[src/rtl/sigma_delta_dac.sv]
// Second-order 1-bit sigma-delta DAC with soft mute/unmute gain ramp.
// Define SIGMA_DELTA_DITHER_EN to add 2-bit LFSR dither ahead of the first integrator.
module sigma_delta_dac #(
  parameter int unsigned MOD_DIV   = 4,
  parameter int unsigned RAMP_STEP = 64
) (
  input  logic               clk,
  input  logic               rst,
  input  logic signed [15:0] sample_in,
  input  logic               enable,
  output logic               pdm_out,
  output logic               muted,
  output logic               overload
);

  localparam int unsigned DIV_W  = 8;
  localparam int unsigned STEP_W = 16;
  localparam int unsigned G_W    = 9;
  localparam int unsigned X_W    = 16;
  localparam int unsigned P_W    = 26;
  localparam int unsigned I1_W   = 20;
  localparam int unsigned I2_W   = 24;
  localparam int unsigned S1_W   = 22;
  localparam int unsigned S2_W   = 26;

  localparam logic [DIV_W-1:0]  DIV_LAST  = DIV_W'(MOD_DIV - 1);
  localparam logic [STEP_W-1:0] STEP_LAST = STEP_W'(RAMP_STEP - 1);
  localparam logic [G_W-1:0]    G_MAX     = G_W'(256);

  localparam logic signed [S1_W-1:0] FB_POS = S1_W'(32767);
  localparam logic signed [S1_W-1:0] FB_NEG = S1_W'(-32768);
  localparam logic signed [S1_W-1:0] I1_MAX = S1_W'(262144);
  localparam logic signed [S1_W-1:0] I1_MIN = S1_W'(-262144);
  localparam logic signed [S2_W-1:0] I2_MAX = S2_W'(4194304);
  localparam logic signed [S2_W-1:0] I2_MIN = S2_W'(-4194304);

  typedef enum logic [1:0] {
    MUTED     = 2'd0,
    RAMP_UP   = 2'd1,
    RUN       = 2'd2,
    RAMP_DOWN = 2'd3
  } state_t;

  state_t                   r_state;
  logic [DIV_W-1:0]         r_div;
  logic [STEP_W-1:0]        r_step;
  logic [G_W-1:0]           r_g;
  logic signed [X_W-1:0]    r_sample;
  logic signed [I1_W-1:0]   r_int1;
  logic signed [I2_W-1:0]   r_int2;

  logic                     w_tick;
  logic signed [P_W-1:0]    w_prod;
  logic signed [X_W-1:0]    w_x;
  logic signed [S1_W-1:0]   w_xd;
  logic signed [S1_W-1:0]   w_fb;
  logic signed [S1_W-1:0]   w_sum1;
  logic signed [S1_W-1:0]   w_int1_c;
  logic signed [S2_W-1:0]   w_sum2;
  logic signed [S2_W-1:0]   w_int2_c;
  logic                     w_clamp1;
  logic                     w_clamp2;
  logic                     w_pdm_next;

`ifdef SIGMA_DELTA_DITHER_EN
  localparam logic [15:0] LFSR_SEED = 16'hACE1;
  localparam logic [15:0] LFSR_MASK = 16'hB400;
  logic [15:0] r_lfsr;
  logic [15:0] w_lfsr_next;
`endif

  assign w_tick = (r_div == DIV_LAST);

  // Gain scaling and the two clamped integrators for the current tick.
  always_comb begin
    w_prod = r_sample * $signed({1'b0, r_g});
    w_x    = X_W'(w_prod >>> 8);
`ifdef SIGMA_DELTA_DITHER_EN
    w_lfsr_next = {1'b0, r_lfsr[15:1]} ^ (r_lfsr[0] ? LFSR_MASK : 16'h0000);
    w_xd        = S1_W'(w_x) + S1_W'($signed(r_lfsr[1:0]));
`else
    w_xd        = S1_W'(w_x);
`endif
    w_fb   = pdm_out ? FB_POS : FB_NEG;

    w_sum1   = S1_W'(r_int1) + w_xd - w_fb;
    w_int1_c = w_sum1;
    w_clamp1 = 1'b0;
    if (w_sum1 > I1_MAX) begin
      w_int1_c = I1_MAX;
      w_clamp1 = 1'b1;
    end else if (w_sum1 < I1_MIN) begin
      w_int1_c = I1_MIN;
      w_clamp1 = 1'b1;
    end

    w_sum2   = S2_W'(r_int2) + S2_W'(w_int1_c) - S2_W'(w_fb);
    w_int2_c = w_sum2;
    w_clamp2 = 1'b0;
    if (w_sum2 > I2_MAX) begin
      w_int2_c = I2_MAX;
      w_clamp2 = 1'b1;
    end else if (w_sum2 < I2_MIN) begin
      w_int2_c = I2_MIN;
      w_clamp2 = 1'b1;
    end

    w_pdm_next = ~w_int2_c[S2_W-1];
  end

  always_ff @(posedge clk) begin
    if (!rst) begin
      r_state  <= MUTED;
      r_div    <= '0;
      r_step   <= '0;
      r_g      <= '0;
      r_sample <= '0;
      r_int1   <= '0;
      r_int2   <= '0;
      pdm_out  <= 1'b0;
      muted    <= 1'b1;
      overload <= 1'b0;
`ifdef SIGMA_DELTA_DITHER_EN
      r_lfsr   <= LFSR_SEED;
`endif
    end else begin
      overload <= 1'b0;
      r_div    <= w_tick ? '0 : r_div + DIV_W'(1);
      if (w_tick) begin
        r_sample <= sample_in;
        if (r_state == MUTED) begin
          // Idle: zero-mean alternating pattern with cleared integrators.
          r_g     <= '0;
          r_int1  <= '0;
          r_int2  <= '0;
          pdm_out <= ~pdm_out;
`ifdef SIGMA_DELTA_DITHER_EN
          r_lfsr  <= LFSR_SEED;
`endif
          if (enable) begin
            r_state <= RAMP_UP;
            r_step  <= '0;
            muted   <= 1'b0;
          end
        end else begin
          r_int1   <= I1_W'(w_int1_c);
          r_int2   <= I2_W'(w_int2_c);
          pdm_out  <= w_pdm_next;
          overload <= w_clamp1 | w_clamp2;
`ifdef SIGMA_DELTA_DITHER_EN
          r_lfsr   <= w_lfsr_next;
`endif
          case (r_state)
            RAMP_UP: begin
              if (!enable) begin
                r_state <= RAMP_DOWN;
                r_step  <= '0;
              end else if (r_step == STEP_LAST) begin
                r_step <= '0;
                r_g    <= r_g + G_W'(1);
                if (r_g == G_W'(255)) r_state <= RUN;
              end else begin
                r_step <= r_step + STEP_W'(1);
              end
            end
            RUN: begin
              r_g <= G_MAX;
              if (!enable) begin
                r_state <= RAMP_DOWN;
                r_step  <= '0;
              end
            end
            RAMP_DOWN: begin
              if (enable) begin
                r_state <= RAMP_UP;
                r_step  <= '0;
              end else if (r_step == STEP_LAST) begin
                r_step <= '0;
                r_g    <= r_g - G_W'(1);
                // Last gain step lands in MUTED with the loop state dropped.
                if (r_g == G_W'(1)) begin
                  r_state <= MUTED;
                  muted   <= 1'b1;
                  r_int1  <= '0;
                  r_int2  <= '0;
                end
              end else begin
                r_step <= r_step + STEP_W'(1);
              end
            end
            default: ;
          endcase
        end
      end
    end
  end

endmodule

[config.mk]
export PLATFORM = sky130hd
export DESIGN_NAME = sigma_delta_dac
export DESIGN_NICKNAME = d
export VERILOG_FILES = /design/src/rtl/sigma_delta_dac.sv
export SDC_FILE = /design/constraint.sdc
export NUM_CORES = 1
export LEC_CHECK = 0
export ABC_AREA = 0
export BUFFER_PORTS_ARGS = -buffer_cell sky130_fd_sc_hd__buf_2
export CORE_ASPECT_RATIO = 1.1
export CORE_MARGIN = 2
export CORE_UTILIZATION = 40
export DETAILED_ROUTE_END_ITERATION = 6
export PLACE_DENSITY = 0.67
export SLEW_MARGIN = 20
export SYNTH_ARGS = -nofsm -noshare
export SYNTH_HDL_FRONTEND = slang
export SYNTH_SLANG_ARGS = --single-unit
[constraint.sdc]
create_clock -name clk -period 35.6 [get_ports clk]
set_clock_uncertainty 0.05 [all_clocks]
set_input_delay 5.34 -clock clk [delete_from_list [all_inputs] [get_ports clk]]
set_output_delay 5.34 -clock clk [all_outputs]
set_load 0.01 [all_outputs]
After elaboration in Yosys (flattened, before gate mapping)
Cells that the tools add are included.

Multiply operators: 1. Magnitude comparators: 4. Reductions and logical operators: 9. Add/subtract/negate cells: 8. Eq/ne operators: 18. Shift-type cells: 0. Bitwise logic cells: 5. Div/mod/pow operators: 0. Multiplexer cells: 49.

Operators with widths (count): 24-bit 2-to-1 mux (5); 20-bit 2-to-1 mux (5); 16-bit 2-to-1 mux (6); 22-bit 2-to-1 mux (3); 26-bit 2-to-1 mux (2); 16-bit case mux with 3 select lines (1); 9-bit 2-to-1 mux (5); 9-bit case mux with 3 select lines (1); 26-bit by 24-bit greater-than comparator with 1-bit output (second input constant) (1); 26-bit by 23-bit less-than comparator with 1-bit output (second input constant) (1); 25-bit by 22-bit subtractor with 26-bit output (1); 24-bit by 22-bit adder with 25-bit output (1); 16-bit by 10-bit multiplier with 24-bit output (1); 22-bit by 20-bit greater-than comparator with 1-bit output (second input constant) (1); 22-bit by 19-bit less-than comparator with 1-bit output (second input constant) (1); 21-bit by 22-bit subtractor with 22-bit output (1); 20-bit by 16-bit adder with 21-bit output (1); 3-bit inequality test (second input constant) (7); 2-bit 2-to-1 mux (9); 16-bit by 1-bit adder with 16-bit output (second input constant) (1); 16-bit by 6-bit == test with 1-bit output (second input constant) (1); 6-bit AND reduction (2); 1-bit 2-to-1 mux (11); 9-bit by 1-bit adder with 9-bit output (second input constant) (1); other kinds (20) (25).

Register bits: 98. Output and inout bits: 3. Bits in read-only memories: 0. Latch bits: 0. Bits in writable memories: 0. Word-level logic and storage cells: 104. Bits of input ports: 19. Memories kept: 0.

Logic depth before layout (Yosys ltp)
Gate-level depths: netlist (run 1).

Depth after elaboration: 16. Mapped depth: 58. Mapped depth without buffers: 53.

Worst setup path before layout (run 1)
No wires, ideal clock.

Path kind: register to register. Start: register r_g[2]. End: register r_int2[3]. Path slack: 23.212 ns. Period minus slack after synthesis: 12.388 ns. Cell stages (with the launch flop): 52. Data required time: 35.489 ns. Arrival: 12.276 ns. Setup time: 0.061 ns. Path buffers: 6. Cell sequence: dfxtp_1 > clkbuf_1 > clkbuf_1 > buf_1 > nand2_1 > fa_1 > inv_1 > fa_1 > inv_1 > fa_1 > inv_1 > fa_1 > inv_1 > fa_1 > inv_1 > ha_1 > o21ai_0 > a221oi_1 > (+16 left out) > o22a_1 > clkbuf_1 > nor2_1 > fa_1 > ha_1 > clkbuf_2 > a211oi_1 > inv_1 > o31a_1 > o2111a_1 > o211a_1 > nor3_1 > nand2_1 > or4_1 > ha_1 > a211oi_4 > buf_4 > a32o_1.

Cells in the longest elaborated chain, start to end: 16. Elaborated cells on any way between the ends: 19. Classes of those cells: add/sub (4); mul (1); order compare (4); eq/ne (1); mux (9).

RTL lines: start, declared (line 47) `logic [G_W-1:0] r_g;`; start signal, assigned (line 160) `r_g <= r_g + G_W'(1);`; start signal, assigned (line 179) `r_g <= r_g - G_W'(1);`; 16-bit by 10-bit multiplier with 24-bit output (line 76) `w_prod = r_sample * $signed({1'b0, r_g});`; 20-bit by 16-bit adder with 21-bit output (line 86) `w_sum1 = S1_W'(r_int1) + w_xd - w_fb;`; 21-bit by 22-bit subtractor with 22-bit output (line 86); 22-bit by 19-bit less-than comparator with 1-bit output (line 92) `end else if (w_sum1 < I1_MIN) begin`; 22-bit 2-to-1 mux (line 92); 22-bit 2-to-1 mux (line 89) `if (w_sum1 > I1_MAX) begin`; 24-bit by 22-bit adder with 25-bit output (line 97) `w_sum2 = S2_W'(r_int2) + S2_W'(w_int1_c) - S2_W'(w_fb);`; 25-bit by 22-bit subtractor with 26-bit output (line 97); 26-bit by 23-bit less-than comparator with 1-bit output (line 103) `end else if (w_sum2 < I2_MIN) begin`; 26-bit 2-to-1 mux (line 103); 26-bit 2-to-1 mux (line 100) `if (w_sum2 > I2_MAX) begin`; 24-bit 2-to-1 mux (line 181) `if (r_g == G_W'(1)) begin`; 24-bit 2-to-1 mux (line 177) `end else if (r_step == STEP_LAST) begin`; 24-bit 2-to-1 mux (line 174) `if (enable) begin`; 24-bit 2-to-1 mux * (line 153) `case (r_state)`; 24-bit 2-to-1 mux * (line 131) `if (r_state == MUTED) begin`; end signal, assigned (line 147) `r_int2 <= I2_W'(w_int2_c);`; end, declared (line 50) `logic signed [I2_W-1:0] r_int2;`.

Every way passes the cells marked *; elsewhere a longest branch is shown, timed or not. A chain may end at the register's enable or synchronous reset.

Worst setup path in the final report (run 1)
Start: register r_g[3]. End: register r_int2[6].

Same word-level chain as after synthesis.

==> results of run 1 <==
[placed cells by master (no fill, tap or decap), types with 7 or more instances in the layout]
master	instances
and3_1	11
a21boi_0	17
and4_1	8
nand4_1	12
xor2_1	27
a32o_1	8
ha_1	109
o31ai_1	21
nor2_1	98
fa_1	158
a211oi_1	15
nor3_1	24
nand3_1	28
and2_1	86
a21oi_1	60
nand2b_1	11
xnor2_1	43
o211ai_1	8
or3_1	12
a31oi_1	10
clkbuf_16	9
o21a_1	13
nand2_1	209
inv_1	219
o21ai_1	7
buf_2	21
o21bai_1	7
dfxtp_1	97
a21o_1	16
o21ai_0	43
nor2b_1	8
[worst max-delay path, delay by kind of cell (launching register included)]
kind / cells / cell delay, ns
DFF: 1 / 0.89
adders and majority gates: 11 / 5.05
AOI/OAI and AO/OA: 17 / 5.02
and+or+nand+nor: 10 / 2.10
buffers and inverters: 6 / 0.39
xor gates and xnor gates: 2 / 0.91
[metrics by stage]
stage               utilization (%)  hold WS (ns)  setup WS [ns]  area (µm²)
floorplan                         -         0.368          23.21       13000
global placement               41.5         0.376          21.43       13300
detailed placement             41.5         0.389          21.11       13300
CTS                            42.5         0.411          21.04       13700
global route                   42.5         0.434          20.10       13700
finish                         42.5         0.410          21.11       13700
[state kept, by name (all words and copies together), names as in the netlist, 2 cells and up]
signal	count
r_div	8
r_g	9
r_int1	20
r_int2	24
r_sample	16
r_state	2
r_step	16
[routing by layer]
| metal | global-route usage (%) | vias up | share of wire (%) |
|---|---|---|---|
| met3 | 1.75 | 42 | 2.9 |
| met1 | 24.5 | 5064 | 46 |
| met5 | 0 | - | 0 |
| li1 | - | 5103 | - |
| met4 | 4.07 | 0 | 1.5 |
| met2 | 32.7 | 174 | 50 |
[cells by family (layout without fill, tap and decap cells)]
kind of cell,count (synthesis),count (layout)
xor+xnor,70,70
mux,5,5
simple gates,543,543
compound gates,289,289
buf+inv,291,260
flops,98,98
fa+ha+maj,267,267
[where the power goes]
part	switching [µW]	internal, µW
sequential	4.36	111
clock	53.0	50.2
combinational	217	127
[cell type report]
type	instances	area, µm²
Timing Repair Buffer	25	135
Multi-Input combinational cell	1174	9890
Sequential cell	98	1970
Clock inverter	7	81.3
Clock buffer	9	225
Tap cell	426	533
Fill cell	3234	18500
Inverter	219	822
[path summary, 6_finish.rpt]
| check | start | to | slack [ns] |
|---|---|---|---|
| setup / recovery | r_g[3] | r_int2[6] | 21.11 |
| hold / removal | r_int1[13] | r_int1[13] | 0.41 |
| setup reg to reg | r_g[3] | r_int2[6] | 21.11 |
| hold reg to reg | r_int1[13] | r_int1[13] | 0.41 |
==> key figures, run 1 <==
Clock network
  • CTS clock-pin slew for the worst setup and hold paths: 0.08 ns
  • # clock sinks: 98
  • Clock buffer depth: 2
  • Clk root buf: clkbuf_16
  • Resized cells post-CTS: 0
  • CTS tree: yes
  • Hold Buf Count CTS: 0
  • Setup Buffers After CTS: 0
  • H-tree Lvls: 3
  • CTS Buf Count: 9
  • Worst-Skew Late Latency: 0.36 ns

Min path
  • Min-Delay Path Class: flip-flop to flip-flop
  • Hold path depth: 2

Yosys
  • Main combinational cell family by area after synthesis: adder cells
  • Synth Area in XOR/XNOR: 4.73%
  • Main synth FF type: dfxtp_1
  • Netlist cell types: 84
  • Post-synthesis compound-gate area fraction: 15.9%
  • Post-synthesis adder-cell area fraction: 34.9%
  • Synth cell count leaders: 219 x inv_1, 209 x nand2_1, 158 x fa_1
  • Netlist Area Pre-Place: 13000 µm²
  • Top post-synthesis cells by area: fa_1 24%, dfxtp_1 15%, ha_1 11%
  • Area share of the largest cell type after synthesis: 24.4%
  • Avg Synthesized Cell Area: 8.29 µm²
  • #FFs+latches synth: 98
  • Cell with the most instances after synthesis: inv_1
  • Post-synthesis mux area share: 0.386%
  • Cell taking the most area after synthesis: fa_1
  • Cells after Synth: 1563
  • Post-synth ARST share: 0%
  • Synth warn: 0
  • Register area share after synthesis: 15.1%
  • Post-Synth Simple-Gate Area: 20.4%
  • Mapped Nets: 1849
  • EDFF count, synth: 0

Drt
  • 1st-iter DRT viols: 698
  • Via-to-Cell Ratio: 5.30
  • Final wirelength: 29.9 mm
  • Drt pass-1 iters: 5
  • ANT nets after route: 0
  • Via count: 10.4k
  • DR WL/cell: 15.3 µm
  • DRC: 0

Setup path
  • Slowest CP cell: dfxtp_1
  • Critical path capture point type: flip-flop
  • Arrival time of the worst setup path: 14.72 ns
  • CP Class: flip-flop to flip-flop
  • Reg2Reg Depth: 46
  • Worst-path maximum fanout: 30
  • Crit path largest cell delay: 0.89 ns
  • Worst EP required: 35.83 ns
  • Crit start category: flip-flop
  • Most used cell along the critical path: fa_1

Job
  • Max_cap viols: 0

Timing
  • Setup_tns: 0 ns
  • Max Clock Freq: 69.0 MHz
  • Min cycle time layout: 14.49 ns
  • Hold Fails Final Rpt: 0
  • Setup violations, final: 0
  • Rel. slew slack: 31.5%
  • Fin. max-slew vios: 0
  • Worst-Margin Slew: 1.03 ns
  • Final period util: 40.7%
  • RSZ-0062 raised after global routing: no

Layout
  • Layout cells sized above 1: 4.96%
  • Nets@finish: 1813
  • Antenna diodes: 0
  • Cell Count, Final, Fillers Out: 1958
  • Layout area overhead: 5.34%

Outcome
  • Status: completed

Global route
  • Initial antenna violation count: 0
  • Largest net degree at the start of global routing: 36
  • Vias in the first global route: 10.5k
  • Global Route Usage Sum: 18.5%
  • First-pass GRT wire length: 51.4 mm
  • Remaining Overflow, GRT: 0

Power and ir drop
  • Pwr/cell area: 41.2 nW/µm²
  • Static Leak: 0.00637 µW
  • Max VDD drop: 0.0000477 V
  • Total Power: 562 µW

Floorplan
  • Die H: 193 µm
  • Core ar.: 32100 µm²
  • Num rows: 69
  • Die W: 176 µm
  • DIE AREA: 33900 µm²
  • Top Ports: 22
  • Initial Util: 40.4%

Place
  • I/O Buffers: 21
  • HPWL Detailed: 23.7 mm
  • Placed cell count: 1942
  • Final GP Congestion: 0.881
Note: power is estimated with default switching activity, not from simulation.
==> run 2: changes to the inputs <==
--- a/config.mk
+++ b/config.mk
@@ -11,7 +11,7 @@
 export CORE_MARGIN = 2
 export CORE_UTILIZATION = 40
 export DETAILED_ROUTE_END_ITERATION = 6
-export PLACE_DENSITY = 0.67
+export PLACE_DENSITY = 0.69
 export SLEW_MARGIN = 20
 export SYNTH_ARGS = -nofsm -noshare
 export SYNTH_HDL_FRONTEND = slang
==> constraint.sdc (replaced) <==
create_clock -name clk -period 12.9 [get_ports clk]
set_clock_uncertainty 0.05 [all_clocks]
set_input_delay 1.935 -clock clk [delete_from_list [all_inputs] [get_ports clk]]
set_output_delay 1.935 -clock clk [all_outputs]
set_load 0.01 [all_outputs]
==> run 2 against run 1 <==
Against the previous run: global-route usage down 0.29 points; sequential share of layout area fell by 0.35 points; non-clock buffer count is 31 higher; count of clock-buffer cells in the layout stayed put; design area up 3.4%; clock power rose to 2.8 times the previous value; via count up 2.3%; worst hold slack got worse by 0.0079 ns; power grew to 2.9 times the previous value; critical path depth unchanged; final cell count rose by 1.6%; routed wire length about the same; critical path type unchanged; largest power group unchanged; highest routed layer unchanged.
==> key figures, run 2 (same netlist as run 1, synthesis figures left out) <==
Outcome
  • Status: completed

Layout
  • Register with the most flip-flops: r_int2
  • Layout cells sized above 1: 9.79% (+4.8 points)
  • Layout area overhead: 8.92%
  • Most frequent cells in the layout: 219 x inv_1, 208 x nand2_1, 158 x fa_1
  • Max FFs per register: 24 (unchanged)
  • Fillers: 3150 (-2.6%)
  • Nets@finish: 1844 (+1.7%)
  • Antenna diodes: 0 (unchanged)
  • Commonest non-fill, non-tap cell in the layout: inv_1
  • Top Registers: r_int2 (24), r_int1 (20)

Setup path
  • Worst setup path endpoint: r_int2[17]
  • Reg2Reg Depth: 46 (unchanged)
  • Crit path largest cell delay: 0.59 ns (-0.30 ns)
  • Most used cell along the critical path: fa_1
  • Reg2reg end: r_int2[17]
  • Slowest CP cell: a2111oi_1
  • Arrival time of the worst setup path: 12.55 ns (-2.17 ns)
  • Critical path capture point type: flip-flop
  • Crit start category: flip-flop
  • CP Launch Point: r_g[6]
  • Worst EP required: 13.14 ns (-22.69 ns)
  • Reg2reg setup slack: 0.58 ns (-20.53 ns)
  • Worst-path maximum fanout: 14 (-53%)
  • CP Class: flip-flop to flip-flop
  • Worst r2r src: r_g[6]

Floorplan
  • Core ar.: 32100 µm² (unchanged)
  • Initial Util: 40.4% (unchanged)
  • Die W: 176 µm (unchanged)
  • Die H: 193 µm (unchanged)
  • Num rows: 69 (unchanged)
  • Top Ports: 22 (unchanged)
  • DIE AREA: 33900 µm² (unchanged)

Clock network
  • Hold Buf Count CTS: 0 (unchanged)
  • Clock buffer depth: 2 (unchanged)
  • Worst-Skew Late Latency: 0.37 ns (about the same)
  • H-tree Lvls: 3 (unchanged)
  • Clk root buf: clkbuf_16
  • # clock sinks: 98 (unchanged)
  • CTS tree: yes
  • CTS Buf Count: 9 (unchanged)
  • CTS clock-pin slew for the worst setup and hold paths: 0.09 ns (about the same)

Timing
  • Fin. max-slew vios: 0 (unchanged)
  • Setup_tns: 0 ns (unchanged)
  • Hold WS: 0.402 ns (-0.00792 ns)
  • RSZ-0062 raised after global routing: yes
  • Final period util: 95.5% (+55 points)
  • Worst-Margin Slew: 0.910 ns (-0.118 ns)
  • Setup violations, final: 0 (unchanged)
  • Hold Fails Final Rpt: 0 (unchanged)
  • Min cycle time layout: 12.32 ns (-2.17 ns)
  • Max Clock Freq: 81.2 MHz (+18%)
  • Rel. slew slack: 39.2% (+7.7 points)

Global route
  • Vias in the first global route: 10.7k (+1.9%)
  • Initial antenna violation count: 0 (unchanged)
  • Remaining Overflow, GRT: 0 (unchanged)
  • First-pass GRT wire length: 50.9 mm (-1.1%)
  • Largest net degree at the start of global routing: 36 (unchanged)
  • Global Route Usage Sum: 18.2% (-0.29 points)

Drt
  • Top sig layer: met4
  • DRC: 0 (unchanged)
  • Final wirelength: 30.0 mm (about the same)
  • Via count: 10.6k (+2.3%)
  • Metal-1 WL: 13.5 mm (-1.6%)
  • 1st-iter DRT viols: 686 (-1.7%)
  • Met2 Wirelength: 14.7 mm (-0.92%)
  • Met3 routed WL: 984 µm (+12%)
  • Via-to-Cell Ratio: 5.34 (+0.71%)
  • DR WL/cell: 15.1 µm (-1.5%)
  • ANT nets after route: 0 (unchanged)
  • Drt pass-1 iters: 6 (+1)

Power and ir drop
  • Pwr/cell area: 115 nW/µm² (+180%)
  • Combinational Power Share: 63.2% (+2.1 points)
  • Clk pwr share: 17.6% (-0.8 points)
  • Switching share of total power: 47.7% (-0.98 points)
  • Internal power: 851 µW (+200%)
  • Static Leak: 0.00657 µW (+3.2%)
  • Net Sw Power: 777 µW (+180%)
  • Max VDD drop: 0.000107 V (+120%)
  • Flop pwr share: 19.2% (-1.3 points)

Place
  • Final GP Congestion: 0.904 (+2.6%)
  • HPWL Detailed: 23.5 mm (-0.70%)
  • I/O Buffers: 21 (unchanged)

Job
  • Max_cap viols: 0 (unchanged)

Min path
  • Min-Delay Path Class: flip-flop to flip-flop
[run 2: cell count changes in the layout (fill, tap and decap cells not counted), sizes merged]
| cell | before | now |
|---|---|---|
| buf | 25 | 56 |
| clkinv | 5 | 4 |
| inv | 221 | 222 |
[run 2: timing repair]
item / in CTS / in global routing
setup endpoints to repair: 24 / 25
gates resized for setup: 5 / 57
buffers inserted: 0 / 5
pin swaps: 0 / 12
gates cloned: 0 / 1
hold endpoints to repair: 0 / 0
[run 2: layer usage]
metal  track usage, %  up-vias
li1                 -     5152
met1             23.8     5175
met2             31.4      237
met3             1.71       58
met4             6.45        0
met5                0        -
[run 2: worst min-delay path by stage]
stage / startpoint / to / slack (ns) / cells past startpoint
3_3_place_gp: r_div[0] / r_div[0] / 0.38 / 1
5_1_grt: r_int1[3] / r_int1[3] / 0.42 / 2
6_report: r_div[0] / r_div[0] / 0.40 / 1
4_1_cts: r_div[0] / r_div[0] / 0.40 / 1
2_1_floorplan: r_div[0] / r_div[0] / 0.37 / 1
3_5_place_dp: r_div[0] / r_div[0] / 0.39 / 1
[run 2: area by class of cell]
class | instances | area [µm²] | area share [%]
clock buffer | 9 | 225 | 1.60
clock inverter | 7 | 81.3 | 0.576
inverter | 219 | 822 | 5.82
multi-input combinational | 1174 | 10100 | 71.5
sequential | 98 | 1980 | 14.0
tap | 426 | 533 | 3.78
timing repair buffer | 56 | 375 | 2.66
[run 2: metrics by stage]
stage	instances	power, µW	setup WS (ns)	area, µm²	utilization (%)
floorplan	1563	1050	0.512	13000	-
global placement	1967	1260	0.196	13500	42.1
detailed placement	1967	1270	-0.0749	13500	42.1
CTS	1983	1560	0.0990	13900	43.1
global route	1989	1740	-0.0149	14100	44.0
finish	1989	1630	0.585	14100	44.0
[run 2: power by group through the flow]
stage,clock network [µW],registers (µW),logic [µW]
2_1_floorplan,0,318,728
3_3_place_gp,0,320,938
3_5_place_dp,0,320,945
4_1_cts,295,313,950
5_1_grt,304,314,1120
6_report,286,313,1030
[run 2: critical path: cells and delay by family (launching register included)]
| kind | cells | cell delay (ns) |
|---|---|---|
| adder cells (fa/ha/maj) | 10 | 4.41 |
| AO/OA/AOI/OAI | 15 | 3.52 |
| AND/OR/NAND/NOR | 12 | 2.87 |
| buffers and inverters | 7 | 0.68 |
| flip-flops | 1 | 0.40 |
| XOR/XNOR | 2 | 0.30 |
==> run 3: changes to the inputs <==
--- a/config.mk
+++ b/config.mk
@@ -11,7 +11,7 @@
 export CORE_MARGIN = 2
 export CORE_UTILIZATION = 40
 export DETAILED_ROUTE_END_ITERATION = 6
-export PLACE_DENSITY = 0.69
+export PLACE_DENSITY = 0.67
 export SLEW_MARGIN = 20
 export SYNTH_ARGS = -nofsm -noshare
 export SYNTH_HDL_FRONTEND = slang
==> constraint.sdc (replaced) <==
create_clock -name clk -period 11.7 [get_ports clk]
set_clock_uncertainty 0.05 [all_clocks]
set_input_delay 1.755 -clock clk [delete_from_list [all_inputs] [get_ports clk]]
set_output_delay 1.755 -clock clk [all_outputs]
set_load 0.01 [all_outputs]
==> run 3 against run 2 <==
Against the previous run: combinational power is 67% higher; global-route usage is 1.7 points higher; non-clock buffer count is 216 higher; die area stayed put; final cell count is 11% higher; critical path depth is 2 higher; register-to-register slack worse by 0.54 ns; first-iteration DRC count is 4.7% lower; largest cell class unchanged.
==> key figures, run 3 (same netlist as run 1, synthesis figures left out) <==
Drt
  • Metal-1 WL: 14.9 mm (+10%)
  • Met3 routed WL: 885 µm (-10%)
  • DRC: 0 (unchanged)
  • DR WL/cell: 14.9 µm (-0.74%)
  • Met2 Wirelength: 16.8 mm (+14%)
  • Final wirelength: 33.0 mm (+10%)
  • Via count: 11.4k (+7.4%)
  • Via-to-Cell Ratio: 5.18 (-3.1%)
  • 1st-iter DRT viols: 654 (-4.7%)
  • Top sig layer: met4
  • ANT nets after route: 0 (unchanged)
  • Drt pass-1 iters: 6 (unchanged)

Clock network
  • CTS clock-pin slew for the worst setup and hold paths: 0.09 ns (about the same)
  • Hold Buf Count CTS: 0 (unchanged)
  • CTS Buf Count: 9 (unchanged)
  • H-tree Lvls: 3 (unchanged)
  • # clock sinks: 98 (unchanged)
  • Clock buffer depth: 2 (unchanged)
  • CTS tree: yes
  • Worst-Skew Late Latency: 0.37 ns (about the same)
  • Clk root buf: clkbuf_16

Floorplan
  • Initial Util: 40.4% (unchanged)
  • Die H: 193 µm (unchanged)
  • Num rows: 69 (unchanged)
  • Die W: 176 µm (unchanged)
  • Core ar.: 32100 µm² (unchanged)
  • Top Ports: 22 (unchanged)
  • DIE AREA: 33900 µm² (unchanged)

Timing
  • Final period util: 99.7% (+4.2 points)
  • Final WS setup: 0.0403 ns (-0.544 ns)
  • RSZ-0062 raised after global routing: yes
  • Max Clock Freq: 85.8 MHz (+5.6%)
  • Worst-Margin Slew: 0.914 ns (+0.00333 ns)
  • Rel. slew slack: 39.1% (-0.075 points)
  • Hold WS: 0.406 ns (+0.00375 ns)
  • Hold Fails Final Rpt: 0 (unchanged)
  • Setup violations, final: 0 (unchanged)
  • Fin. max-slew vios: 0 (unchanged)
  • Min cycle time layout: 11.66 ns (-0.656 ns)

Min path
  • Hold path depth: 2 (+1)
  • Min-Delay Path Class: flip-flop to flip-flop
  • Hold_sp: r_int1[9]
  • Hold Path End: r_int1[9]

Setup path
  • Reg2reg setup slack: 0.04 ns (-0.54 ns)
  • Critical path capture point type: flip-flop
  • Worst path bufs/invs: 8 (+1)
  • Arrival time of the worst setup path: 11.87 ns (-0.68 ns)
  • Crit start category: flip-flop
  • Reg2reg end: r_int2[20]
  • CP delay by family, top: adder cells
  • Reg2Reg Depth: 48 (+4.3%)
  • Most used cell along the critical path: fa_1
  • Worst-path maximum fanout: 7 (-7)
  • Crit path largest cell delay: 0.53 ns (-0.06 ns)
  • Crit path depth: 48 (+4.3%)
  • Worst EP required: 11.91 ns (-1.23 ns)
  • CP Class: flip-flop to flip-flop
  • Worst r2r src: r_g[4]
  • Slowest CP cell: fa_1

Global route
  • Largest net degree at the start of global routing: 36 (unchanged)
  • Remaining Overflow, GRT: 0 (unchanged)
  • Vias in the first global route: 11.7k (+9.3%)
  • First-pass GRT wire length: 56.0 mm (+10%)
  • Global Route Usage Sum: 19.9% (+1.7 points)
  • Initial antenna violation count: 0 (unchanged)

Place
  • Final GP Congestion: 0.864 (-4.4%)
  • Dpl ws: -0.511 ns (-0.436 ns)
  • DP Area: 15000 µm² (+11%)
  • I/O Buffers: 21 (unchanged)
  • HPWL Detailed: 25.6 mm (+8.6%)

Layout
  • Fillers: 2957 (-6.1%)
  • Top Registers: r_int2 (24), r_int1 (20)
  • Max FFs per register: 24 (unchanged)
  • Area of the multi-input gates: 10700 µm² (+6.1%)
  • Design Area, Final: 16400 µm² (+16%)
  • Commonest non-fill, non-tap cell in the layout: buf_4
  • Most frequent cells in the layout: 239 x buf_4, 212 x inv_1, 202 x nand2_1
  • Antenna diodes: 0 (unchanged)
  • Reg area: 2010 µm² (+1.3%)
  • Register with the most flip-flops: r_int2
  • Layout area overhead: 26.8%
  • Layout cells sized above 1: 26.0% (+16 points)
  • Nets@finish: 2060 (+12%)

Power and ir drop
  • Static Leak: 0.00768 µW (+17%)
  • Pwr/cell area: 145 nW/µm² (+26%)
  • Max VDD drop: 0.000136 V (+27%)

Outcome
  • Status: completed

Job
  • Max_cap viols: 0 (unchanged)
## run 3: cell count changes in the layout (fill, tap and decap cells not counted), moves of 8 or more
cell	previous run	this run
dfxtp_4	2	11
o21ai_0	40	32
buf_4	33	239
ha_4	3	22
ha_1	102	83
a21oi_1	53	44
buf_6	2	11
o21ai_2	6	14
## run 3: final cells by class
class                   instances  area share, %
repair buffers                272           12.4
multi-input cells            1174           65.2
clock buffers                   9           1.37
flip-flops and latches         98           12.2
well taps                     426           3.24
clock inverters                 7          0.526
inverters                     219           5.00
## run 3: worst max path at each step
stage,slack (ns),endpoint,startpoint
2_1_floorplan,0.005,r_int2[1],r_g[2]
3_3_place_gp,-0.23,r_int2[6],r_sample[5]
3_5_place_dp,-0.51,r_int2[6],r_sample[5]
4_1_cts,-0.007,r_int2[6],r_g[4]
5_1_grt,-0.41,r_int2[16],r_g[6]
6_report,0.04,r_int2[20],r_g[4]
## run 3: routing by layer
metal / vias to the layer above / global-route usage, %
met4: 0 / 4.23
li1: 5583 / -
met5: - / 0
met1: 5616 / 26.4
met2: 192 / 35.4
met3: 20 / 1.52
## run 3: worst reg2reg max path: cells and delay by family, from the launching register on
family / cells / cell delay (ns)
AO/OA/AOI/OAI: 17 / 3.06
XOR/XNOR: 2 / 0.38
adder cells (fa/ha/maj): 11 / 4.65
buffers and inverters: 8 / 0.94
flip-flops: 1 / 0.39
AND/OR/NAND/NOR: 10 / 2.08
## run 3: timing repair
action	4_1_cts	5_1_grt
cloned	1	0
resized for setup	122	64
setup endpoints to repair	25	25
buffers inserted	27	7
pin swaps	77	71
## run 3: power by group
group          internal, µW  switching, µW
clock network           155            170
registers               336           10.0
logic                   875            841
## run 3: per-stage QoR
stage	TNS [ns]	util, %	instances	power, µW
2_1_floorplan	0	-	1563	1160
3_3_place_gp	-4.75	46.7	2154	1790
3_5_place_dp	-10.04	46.7	2154	1810
4_1_cts	-0.00737	49.9	2198	2270
5_1_grt	-8.87	51.2	2205	2560
6_report	0	51.2	2205	2390
